File: src/rtl/dm_pkg.sv
// Shared constants for the memory-access stage: datamem geometry, CPU word width
// and the state encoding of the access-control FSM.
package dm_pkg;

  localparam int DM_ADDR_W = 14;
  localparam int DM_DATA_W = 32;
  localparam int CPU_EA_W  = 19;

  typedef logic [1:0] dm_state_t;

  localparam logic [1:0] ST_IDLE  = 2'd0;
  localparam logic [1:0] ST_ISSUE = 2'd1;
  localparam logic [1:0] ST_WAIT  = 2'd2;
  localparam logic [1:0] ST_RESP  = 2'd3;

endpackage

File: src/rtl/dm_access_ctrl_if.sv
// Request/response channel between execute/writeback and the memory-access stage.
interface dm_access_ctrl_if
  import dm_pkg::*;
#(
  parameter int EA_W   = CPU_EA_W,
  parameter int DATA_W = DM_DATA_W
) ();

  // Both channels are plain valid/ready: a transfer happens on a rising edge where
  // valid and ready are both high; the sender holds its payload stable while valid
  // is high and ready is low, and valid never waits on ready.
  logic              req_valid;
  logic              req_ready;
  logic              req_we;
  logic [EA_W-1:0]   req_base;
  logic [EA_W-1:0]   req_off;
  logic [DATA_W-1:0] req_wdata;

  logic              rsp_valid;
  logic              rsp_ready;
  logic [DATA_W-1:0] rsp_rdata;
  logic              rsp_err;

  modport master (
    output req_valid, req_we, req_base, req_off, req_wdata, rsp_ready,
    input  req_ready, rsp_valid, rsp_rdata, rsp_err
  );

  modport slave (
    input  req_valid, req_we, req_base, req_off, req_wdata, rsp_ready,
    output req_ready, rsp_valid, rsp_rdata, rsp_err
  );

endinterface

File: src/rtl/dm_ea_check.sv
// Effective-address adder with datamem range check; the sum wraps at the CPU word width.
module dm_ea_check
  import dm_pkg::*;
#(
  parameter int EA_W   = CPU_EA_W,
  parameter int ADDR_W = DM_ADDR_W
) (
  input  logic [EA_W-1:0]   base,
  input  logic [EA_W-1:0]   off,
  output logic [ADDR_W-1:0] ea,
  output logic              oor
);

  logic [EA_W-1:0] sum;

  assign sum = base + off;
  assign ea  = sum[ADDR_W-1:0];
  // Any set bit above the datamem address field lands outside the 16K-word array.
  assign oor = |sum[EA_W-1:ADDR_W];

endmodule

File: src/rtl/dm_access_ctrl.sv
// Memory-access stage: takes one load/store at a time, drives datamem for one
// cycle, waits out the read latency and hands the result to writeback.
module dm_access_ctrl
  import dm_pkg::*;
#(
  parameter int EA_W     = CPU_EA_W,
  parameter int ADDR_W   = DM_ADDR_W,
  parameter int DATA_W   = DM_DATA_W,
  parameter int READ_LAT = 1
) (
  input  logic              clk,
  input  logic              rst,
  dm_access_ctrl_if.slave   bus,
  output logic              we_DM,
  output logic [ADDR_W-1:0] addDM,
  output logic [DATA_W-1:0] dataDM,
  input  logic [DATA_W-1:0] outDM,
  output dm_state_t         state
);

  localparam int              CNT_W    = (READ_LAT > 1) ? $clog2(READ_LAT) : 1;
  localparam logic [CNT_W-1:0] CNT_INIT = CNT_W'(READ_LAT - 1);

  dm_state_t         state_q;
  logic              is_store;
  logic [CNT_W-1:0]  cnt;
  logic [DATA_W-1:0] rdata;
  logic              err;
  logic [ADDR_W-1:0] ea;
  logic              oor;

  dm_ea_check #(
    .EA_W   (EA_W),
    .ADDR_W (ADDR_W)
  ) u_ea_check (
    .base (bus.req_base),
    .off  (bus.req_off),
    .ea   (ea),
    .oor  (oor)
  );

  always_ff @(posedge clk) begin
    if (rst) begin
      state_q  <= ST_IDLE;
      is_store <= 1'b0;
      cnt      <= '0;
      we_DM    <= 1'b0;
      addDM    <= '0;
      dataDM   <= '0;
      rdata    <= '0;
      err      <= 1'b0;
    end else begin
      case (state_q)
        ST_IDLE: begin
          if (bus.req_valid) begin
            is_store <= bus.req_we;
            rdata    <= '0;
            if (oor) begin
              // datamem is left alone: address/data keep their last values.
              err     <= 1'b1;
              state_q <= ST_RESP;
            end else begin
              err     <= 1'b0;
              addDM   <= ea;
              dataDM  <= bus.req_wdata;
              we_DM   <= bus.req_we;
              state_q <= ST_ISSUE;
            end
          end
        end
        ST_ISSUE: begin
          we_DM <= 1'b0;
          if (is_store) begin
            state_q <= ST_RESP;
          end else begin
            cnt     <= CNT_INIT;
            state_q <= ST_WAIT;
          end
        end
        ST_WAIT: begin
          if (cnt == '0) begin
            rdata   <= outDM;
            state_q <= ST_RESP;
          end else begin
            cnt <= cnt - 1'b1;
          end
        end
        ST_RESP: begin
          if (bus.rsp_ready) begin
            state_q <= ST_IDLE;
          end
        end
        default: state_q <= ST_IDLE;
      endcase
    end
  end

  // Ready and valid are pure state decodes, so they are glitch-free and reset-correct.
  assign bus.req_ready = (state_q == ST_IDLE);
  assign bus.rsp_valid = (state_q == ST_RESP);
  assign bus.rsp_rdata = rdata;
  assign bus.rsp_err   = err;
  assign state         = state_q;

endmodule

File: src/flat_wrapper.sv
// flat-port wrapper written by rule: the top's interface ports become plain ports
module dm_access_ctrl_flat import dm_pkg::*;
#(
  parameter int EA_W     = CPU_EA_W,
  parameter int ADDR_W   = DM_ADDR_W,
  parameter int DATA_W   = DM_DATA_W,
  parameter int READ_LAT = 1
)
  (clk, rst, we_DM, addDM, dataDM, outDM, state, bus_req_valid, bus_req_we, bus_req_base, bus_req_off, bus_req_wdata, bus_rsp_ready, bus_req_ready, bus_rsp_valid, bus_rsp_rdata, bus_rsp_err);
  dm_access_ctrl_if #(.EA_W(EA_W), .DATA_W(DATA_W)) bus_i ();
  input  logic clk;
  input  logic rst;
  output logic we_DM;
  output logic [ADDR_W-1:0] addDM;
  output logic [DATA_W-1:0] dataDM;
  input  logic [DATA_W-1:0] outDM;
  output dm_state_t state;
  input wire logic [$bits(bus_i.req_valid)-1:0] bus_req_valid;
  input wire logic [$bits(bus_i.req_we)-1:0] bus_req_we;
  input wire logic [$bits(bus_i.req_base)-1:0] bus_req_base;
  input wire logic [$bits(bus_i.req_off)-1:0] bus_req_off;
  input wire logic [$bits(bus_i.req_wdata)-1:0] bus_req_wdata;
  input wire logic [$bits(bus_i.rsp_ready)-1:0] bus_rsp_ready;
  output wire logic [$bits(bus_i.req_ready)-1:0] bus_req_ready;
  output wire logic [$bits(bus_i.rsp_valid)-1:0] bus_rsp_valid;
  output wire logic [$bits(bus_i.rsp_rdata)-1:0] bus_rsp_rdata;
  output wire logic [$bits(bus_i.rsp_err)-1:0] bus_rsp_err;
  assign bus_i.req_valid = bus_req_valid;
  assign bus_i.req_we = bus_req_we;
  assign bus_i.req_base = bus_req_base;
  assign bus_i.req_off = bus_req_off;
  assign bus_i.req_wdata = bus_req_wdata;
  assign bus_i.rsp_ready = bus_rsp_ready;
  assign bus_req_ready = bus_i.req_ready;
  assign bus_rsp_valid = bus_i.rsp_valid;
  assign bus_rsp_rdata = bus_i.rsp_rdata;
  assign bus_rsp_err = bus_i.rsp_err;
  dm_access_ctrl #(.EA_W(EA_W), .ADDR_W(ADDR_W), .DATA_W(DATA_W), .READ_LAT(READ_LAT)) u_core (.clk(clk), .rst(rst), .bus(bus_i), .we_DM(we_DM), .addDM(addDM), .dataDM(dataDM), .outDM(outDM), .state(state));
endmodule
File: config.mk
export PLATFORM = sky130hd
export DESIGN_NAME = dm_access_ctrl_flat
export DESIGN_NICKNAME = d
export VERILOG_FILES = /design/src/rtl/dm_pkg.sv /design/src/rtl/dm_access_ctrl_if.sv /design/src/rtl/dm_ea_check.sv /design/src/rtl/dm_access_ctrl.sv /design/src/flat_wrapper.sv
export SDC_FILE = /design/constraint.sdc
export NUM_CORES = 1
export LEC_CHECK = 0
export ABC_AREA = 1
export CORE_ASPECT_RATIO = 1.75
export CORE_MARGIN = 4
export CORE_UTILIZATION = 45
export DETAILED_ROUTE_END_ITERATION = 12
export GPL_TIMING_DRIVEN = 0
export PLACE_DENSITY = 0.93
export SYNTH_ARGS = -nofsm -noshare
export SYNTH_HDL_FRONTEND = slang
export SYNTH_SLANG_ARGS = --single-unit
export TNS_END_PERCENT = 30
File: constraint.sdc
create_clock -name clk -period 5.4 [get_ports clk]
set_input_delay 0.81 -clock clk [delete_from_list [all_inputs] [get_ports clk]]
set_output_delay 0.81 -clock clk [all_outputs]
set_load 0.01 [all_outputs]
Word level (Yosys, flattened, before mapping)
Index checks and enable logic that the tools add are counted.
Storage, ports and cells
  bits in registers: 84
  input bits: 107
  output and inout bits: 84
  word-level logic and storage cells: 46
Operators by class
  add/sub/neg operators: 2
  eq/ne operators: 8
  mux-type cells: 16
  bitwise gates (word level): 1
  reductions and logical operators: 11
Operators by type and width (number)
  32-bit two-way mux: 2
  32-bit case mux with 2 select lines: 1
  19-bit adder: 1
  3-bit AND reduction: 4
  2-bit != test (second input constant): 5
  2-bit two-way mux: 4
  2-bit case mux with 4 select lines: 1
  1-bit two-way mux: 6
  2-bit nonzero test: 3
  5-bit OR reduction: 1
  2-bit == test (second input constant): 2
  1-bit case mux with 2 select lines: 2
  2-bit AND reduction: 2
  2-bit by 1-bit == test with 1-bit output (second input constant): 1
  2-bit zero test: 1
  1-bit inverter: 1
  1-bit subtractor (second input constant): 1

Longest topological paths before layout
  depth after elaboration: 5
  gate-level depth with buffers: 18
  gate-level depth less buffers: 16

Cells and area by module
From an unflattened synthesis, not the netlist that was laid out.
Second synthesis, totals
  cell total of the unflattened synthesis: 588
  area total of the unflattened synthesis: 4211.5 µm²
By module, submodules not included
  dm_access_ctrl: times used 1, cells an instance 397, area each 3143.0 µm², seq. area each 1661.6 µm²
  dm_ea_check: times used 1, cells an instance 191, area each 1068.5 µm², seq. area each 0.0 µm²

Worst setup path after synthesis
OpenSTA, ideal clock, no wires.
  path type: in2reg
  start: input bus_req_off[0]
  end: register u_core.err, in the netlist u_core.bus.rsp_err
  setup time: 116 ps
  arrival time: 2750 ps
  data required time: 5284 ps
  path slack: 2533 ps
  cell stages on the path: 16
  buffers on the path: 2
  path through: ha_1 > fa_1 > nand3_1 > nand3_1 > nand2_1 > nand2_2 > nand2_1 > nand2_1 > nand2_1 > nand3_1 > nor2_4 > nand3_1 > buf_4 > buf_2 > o211ai_1 > inv_1
On the way
  longest elaborated chain between the ends: 3
Ends and longest elaborated chain
  start: declaration: RTL line flat_wrapper.sv:21  | input wire logic [$bits(bus_i.req_off)-1:0] bus_req_off;
  19-bit adder: RTL line dm_ea_check.sv:16  | assign sum = base + off;
  5-bit OR reduction: RTL line dm_ea_check.sv:19  | assign oor = |sum[EA_W-1:ADDR_W];
  1-bit two-way mux: RTL line dm_access_ctrl.sv:58  | if (oor) begin
  end signal: assignment: RTL line dm_access_ctrl.sv:51  | err <= 1'b0;
  end signal: assignment: RTL line dm_access_ctrl.sv:60  | err <= 1'b1;
  end signal: assignment: RTL line dm_access_ctrl.sv:63  | err <= 1'b0;
  end: declaration: RTL line dm_access_ctrl.sv:28  | logic err;
Every way passes these cells.
A chain may end at the register's enable or synchronous reset.

Final worst setup path
  start: input bus_req_off[0]
  end: register u_core.dataDM[8]
On the way
  longest elaborated chain between the ends: 4
Ends and longest elaborated chain
  19-bit adder: RTL line dm_ea_check.sv:16
  5-bit OR reduction: RTL line dm_ea_check.sv:19
  1-bit inverter (no line)
  3-bit AND reduction (no line)
  end signal: assignment: RTL line dm_access_ctrl.sv:65  | dataDM <= bus.req_wdata;
  end: declaration: RTL line dm_access_ctrl.sv:16  | output logic [DATA_W-1:0] dataDM,
Every way passes these cells.

==> qor.txt <==
result of the run - completed
Die Width - 84.1 um
cell breakdown of the critical path - clkdlybuf4s50_1 -> ha_1 -> fa_1 -> nand3_1 -> nand3_1 -> nand2_1 -> nand2_1 -> nand2_1 -> nand2_1 -> nand2_1 -> nand3_1 -> nor2_2 -> nand3_1 -> buf_4 -> buf_6 -> nand2_1 -> nand2_1 -> nor2_1
number of placement rows - 48
clock network power share - 29.2%
post-route minimum period - 3.37 ns
overflow left after global routing - 0
transition at the pin with the smallest max-transition slack - 0.533 ns
skew final - 0.00429 ns
post-route clock period utilization - 62.3%
Bufs and invs on worst path - 3
number of nets in the layout - 1033
distinct cell type count of the synthesized netlist - 28
sequential share of power - 34.1%
PD cells - 301 mW/mm2
Static Leakage - 3.15 nW
all-layer global routing usage - 23.5%
vias after detailed routing - 5033
routed wl met3 - 544 um
highest routed metal layer - met4
number of nets still failing antenna checks after routing - 0
most repeated library cell on the critical path - sky130_fd_sc_hd__nand2_1
largest stage delay on the critical path - 0.45 ns
Avg Cell Area, Syn - 6.48 um2
final cell count without fillers - 1032
worst endpoint required time - 5.64 ns
sequential share of the synthesized area - 36.5%
type of element capturing the critical path - flip-flop
Logic pwr share - 36.7%
total area of multi-input combinational cells - 0.00233 mm2
count of boundary I/O pins - 191
Synth Instances - 703
internal power of the cells - 0.00137 W
Setup crit start kind - input pin
Port Buffers - 189
count of buffers added by post-CTS timing repair for setup - 0
Worst path slowest cell - sky130_fd_sc_hd__fa_1
full die area - 0.0119 mm2
starting density of the core - 46.0%
post-synthesis to final-layout area growth - 51.5%
combined area of all synthesized cells - 0.00455 mm2
count of warnings emitted by yosys - 0
Routed WL - 14.0 mm
Seq. cell area - 0.00166 mm2
HPWL reported at the end of detailed placement - 11.2 mm
Final Hold Vio Count - 0
first-pass iteration count of the detailed router - 4
Power, Total - 0.00208 W
area of the core - 0.00991 mm2
Setup TNS Final - 0 ns
Critical Setup Path Class - input pin to flip-flop
clock latency reported for the late side of the worst-skew pair - 0.33 ns
vias per std cell - 4.88
die extent in y - 141 um
post-detailed-placement cell area - 0.00660 mm2
number of global-route vias before repair - 5011
Post-Layout Inst Area - 0.00690 mm2
Max H-tree Level - 3
number of buffers inserted by hold repair at cts - 0
cts repair resizes - 0
post-route DRC violation count - 0
Antenna diodes - 0
classification of the worst-slack hold path - flip-flop to flip-flop
setup repair after global routing missed its margin - no
total net switching power - 0.000702 W
total placed cells including tap cells - 1017
final weighted congestion in routability-driven placement - 0.885
root buf cell - sky130_fd_sc_hd__clkbuf_16
deepest clock path buffer count - 2
worst vdd ir - 224 uV
Worst Setup Slack, final - 2.03 ns
nets in the synthesized netlist - 833
Final Max Tran Viols - 0
Inserted Clock Buffers - 9
CTS tree - built
Routed met2 length - 7.75 mm
count of max-cap constraint violations - 0
Worst slew margin - 64.5%
Routed WL per cell - 13.6 um
wire length of the first global-routing pass - 22.8 mm
critical-path maximum fanout - 10
Filler Cell Count - 800
Switching Fraction - 33.8%
number of endpoints failing setup at the final stage - 0
number of antenna violations at the first check in global routing - 0
cell family with the largest share of critical-path delay - simple AND/OR/NAND/NOR gates
arrival time at the worst endpoint - 3.61 ns
maximum frequency from static timing analysis - 297 MHz
worst slack after detailed placement - 1.70 ns
starting DRC count in detailed routing - 134
largest net degree at the start of global routing - 13
Num Clock Sinks - 83
Post-Route M1 WL - 5.12 mm
register bit count reported by yosys - 83
share of layout cells above drive strength 1 - 4.08%
clock edge transition at the registers on the reported setup and hold paths - 0.06 ns
==> logic make-up (layout without fill, tap and decap cells) <==
group / Yosys count / count (layout) / synth area share, %
and+or+nand+nor: 391 / 391 / 36.1
buffers and inverters: 138 / 342 / 12.3
DFF: 83 / 83 / 36.5
AOI/OAI and AO/OA: 55 / 55 / 6.10
adders and majority gates: 23 / 23 / 6.48
xor gates and xnor gates: 13 / 13 / 2.50
==> through the flow <==
| stage | hold slack, ns | util (%) |
|---|---|---|
| after floorplan | 0.455 | - |
| after global placement | 0.469 | 66.6 |
| after detailed placement | 0.475 | 66.6 |
| after CTS | 0.483 | 69.6 |
| after global routing | 0.499 | 69.6 |
| final | 0.481 | 69.6 |
==> synth_stat cells (all sizes together) <==
library cell,n,share of area [%]
nand2,188,16
inv,104,8.6
nor2,101,8.6
dfxtp,83,36
nand3,83,9.2
a21oi,48,5.3
ha,22,6.0
clkbuf,19,1.6
buf,15,2.2
nand4,12,1.6
xnor2,10,1.9
o21ai,6,0.66
nor3,4,0.55
xor2,3,0.58
and3,1,0.14
fa,1,0.44
nand3b,1,0.16
o211ai,1,0.16
or2,1,0.14
==> final cells by class <==
cell class | count | area share, %
well taps | 125 | 2.27
inverters | 104 | 5.66
plain buffers | 34 | 2.47
multi-input cells | 482 | 33.8
flip-flops and latches | 83 | 24.1
clock buffers | 13 | 3.77
repair buffers | 189 | 27.4
clock inverters | 2 | 0.508
==> worst paths after layout <==
check | depth (start not counted) | slack (ns) | from | end
worst max register to register | 9 | 3.23 | u_core.state[1] | u_core.dataDM[8]
worst max-delay path | 18 | 2.03 | bus_req_off[0] | u_core.dataDM[8]
worst min register to register | 2 | 0.48 | u_core.bus.rsp_rdata[0] | u_core.bus.rsp_rdata[0]
worst min-delay path | 2 | 0.48 | u_core.bus.rsp_rdata[0] | u_core.bus.rsp_rdata[0]
==> worst reg2reg max path: stages (launching register included) <==
cell                      delay [ns]
sky130_fd_sc_hd__dfxtp_1        0.42
sky130_fd_sc_hd__inv_1          0.11
sky130_fd_sc_hd__ha_1           0.27
sky130_fd_sc_hd__nand2_1        0.26
sky130_fd_sc_hd__inv_1          0.21
sky130_fd_sc_hd__nand3_1        0.14
sky130_fd_sc_hd__buf_4          0.20
sky130_fd_sc_hd__buf_2          0.25
sky130_fd_sc_hd__nor2_1         0.06
sky130_fd_sc_hd__nor2_1         0.17
==> power groups by stage <==
stage | sequential (W) | combinational, W | clock (W)
detailed placement | 0.000721 | 0.000750 | 0
global placement | 0.000718 | 0.000736 | 0
CTS | 0.000708 | 0.000763 | 0.000618
finish | 0.000708 | 0.000762 | 0.000605
global route | 0.000716 | 0.000839 | 0.000649
floorplan | 0.000742 | 0.000405 | 0
==> registers in the layout (all words and copies together), names as in the netlist <==
signal and flops:
u_core.bus.rsp_err 1, u_core.addDM 14, u_core.is_store 1, u_core.state 2, u_core.dataDM 32, u_core.we_DM 1
u_core.bus.rsp_rdata 32
==> layer usage <==
| layer | GRT usage, % | up-vias |
|---|---|---|
| li1 | - | 2581 |
| met1 | 23.4 | 2256 |
| met2 | 45.8 | 157 |
| met3 | 3.63 | 39 |
| met4 | 11.4 | 0 |
| met5 | 0 | - |
==> placed cells by master, fill, tap and decap left out <==
cell                              instances
sky130_fd_sc_hd__fa_1                     1
sky130_fd_sc_hd__ha_1                    22
sky130_fd_sc_hd__nand3_1                 82
sky130_fd_sc_hd__nand4_1                 12
sky130_fd_sc_hd__nand3b_1                 1
sky130_fd_sc_hd__nand2_2                  3
sky130_fd_sc_hd__o21ai_0                  6
sky130_fd_sc_hd__and3_1                   1
sky130_fd_sc_hd__nor3_1                   3
sky130_fd_sc_hd__clkdlybuf4s50_1        189
sky130_fd_sc_hd__buf_6                    4
sky130_fd_sc_hd__buf_4                    1
sky130_fd_sc_hd__clkbuf_1                21
sky130_fd_sc_hd__o211ai_1                 1
sky130_fd_sc_hd__inv_1                  101
sky130_fd_sc_hd__buf_2                    7
sky130_fd_sc_hd__clkbuf_16                9
sky130_fd_sc_hd__a21oi_1                 48
sky130_fd_sc_hd__nor2_2                   2
sky130_fd_sc_hd__clkinv_2                 1
sky130_fd_sc_hd__xnor2_1                 10
sky130_fd_sc_hd__nor2_1                  98
sky130_fd_sc_hd__nand3_2                  1
sky130_fd_sc_hd__buf_1                    3
sky130_fd_sc_hd__or2_2                    1
sky130_fd_sc_hd__bufinv_16                1
sky130_fd_sc_hd__inv_2                    3
sky130_fd_sc_hd__clkbuf_8                 2
sky130_fd_sc_hd__nand2_1                185
sky130_fd_sc_hd__nor3_2                   1
sky130_fd_sc_hd__xor2_1                   3
sky130_fd_sc_hd__dfxtp_1                 83
sky130_fd_sc_hd__nor2_4                   1
Note: power is estimated with default switching activity, not from simulation.
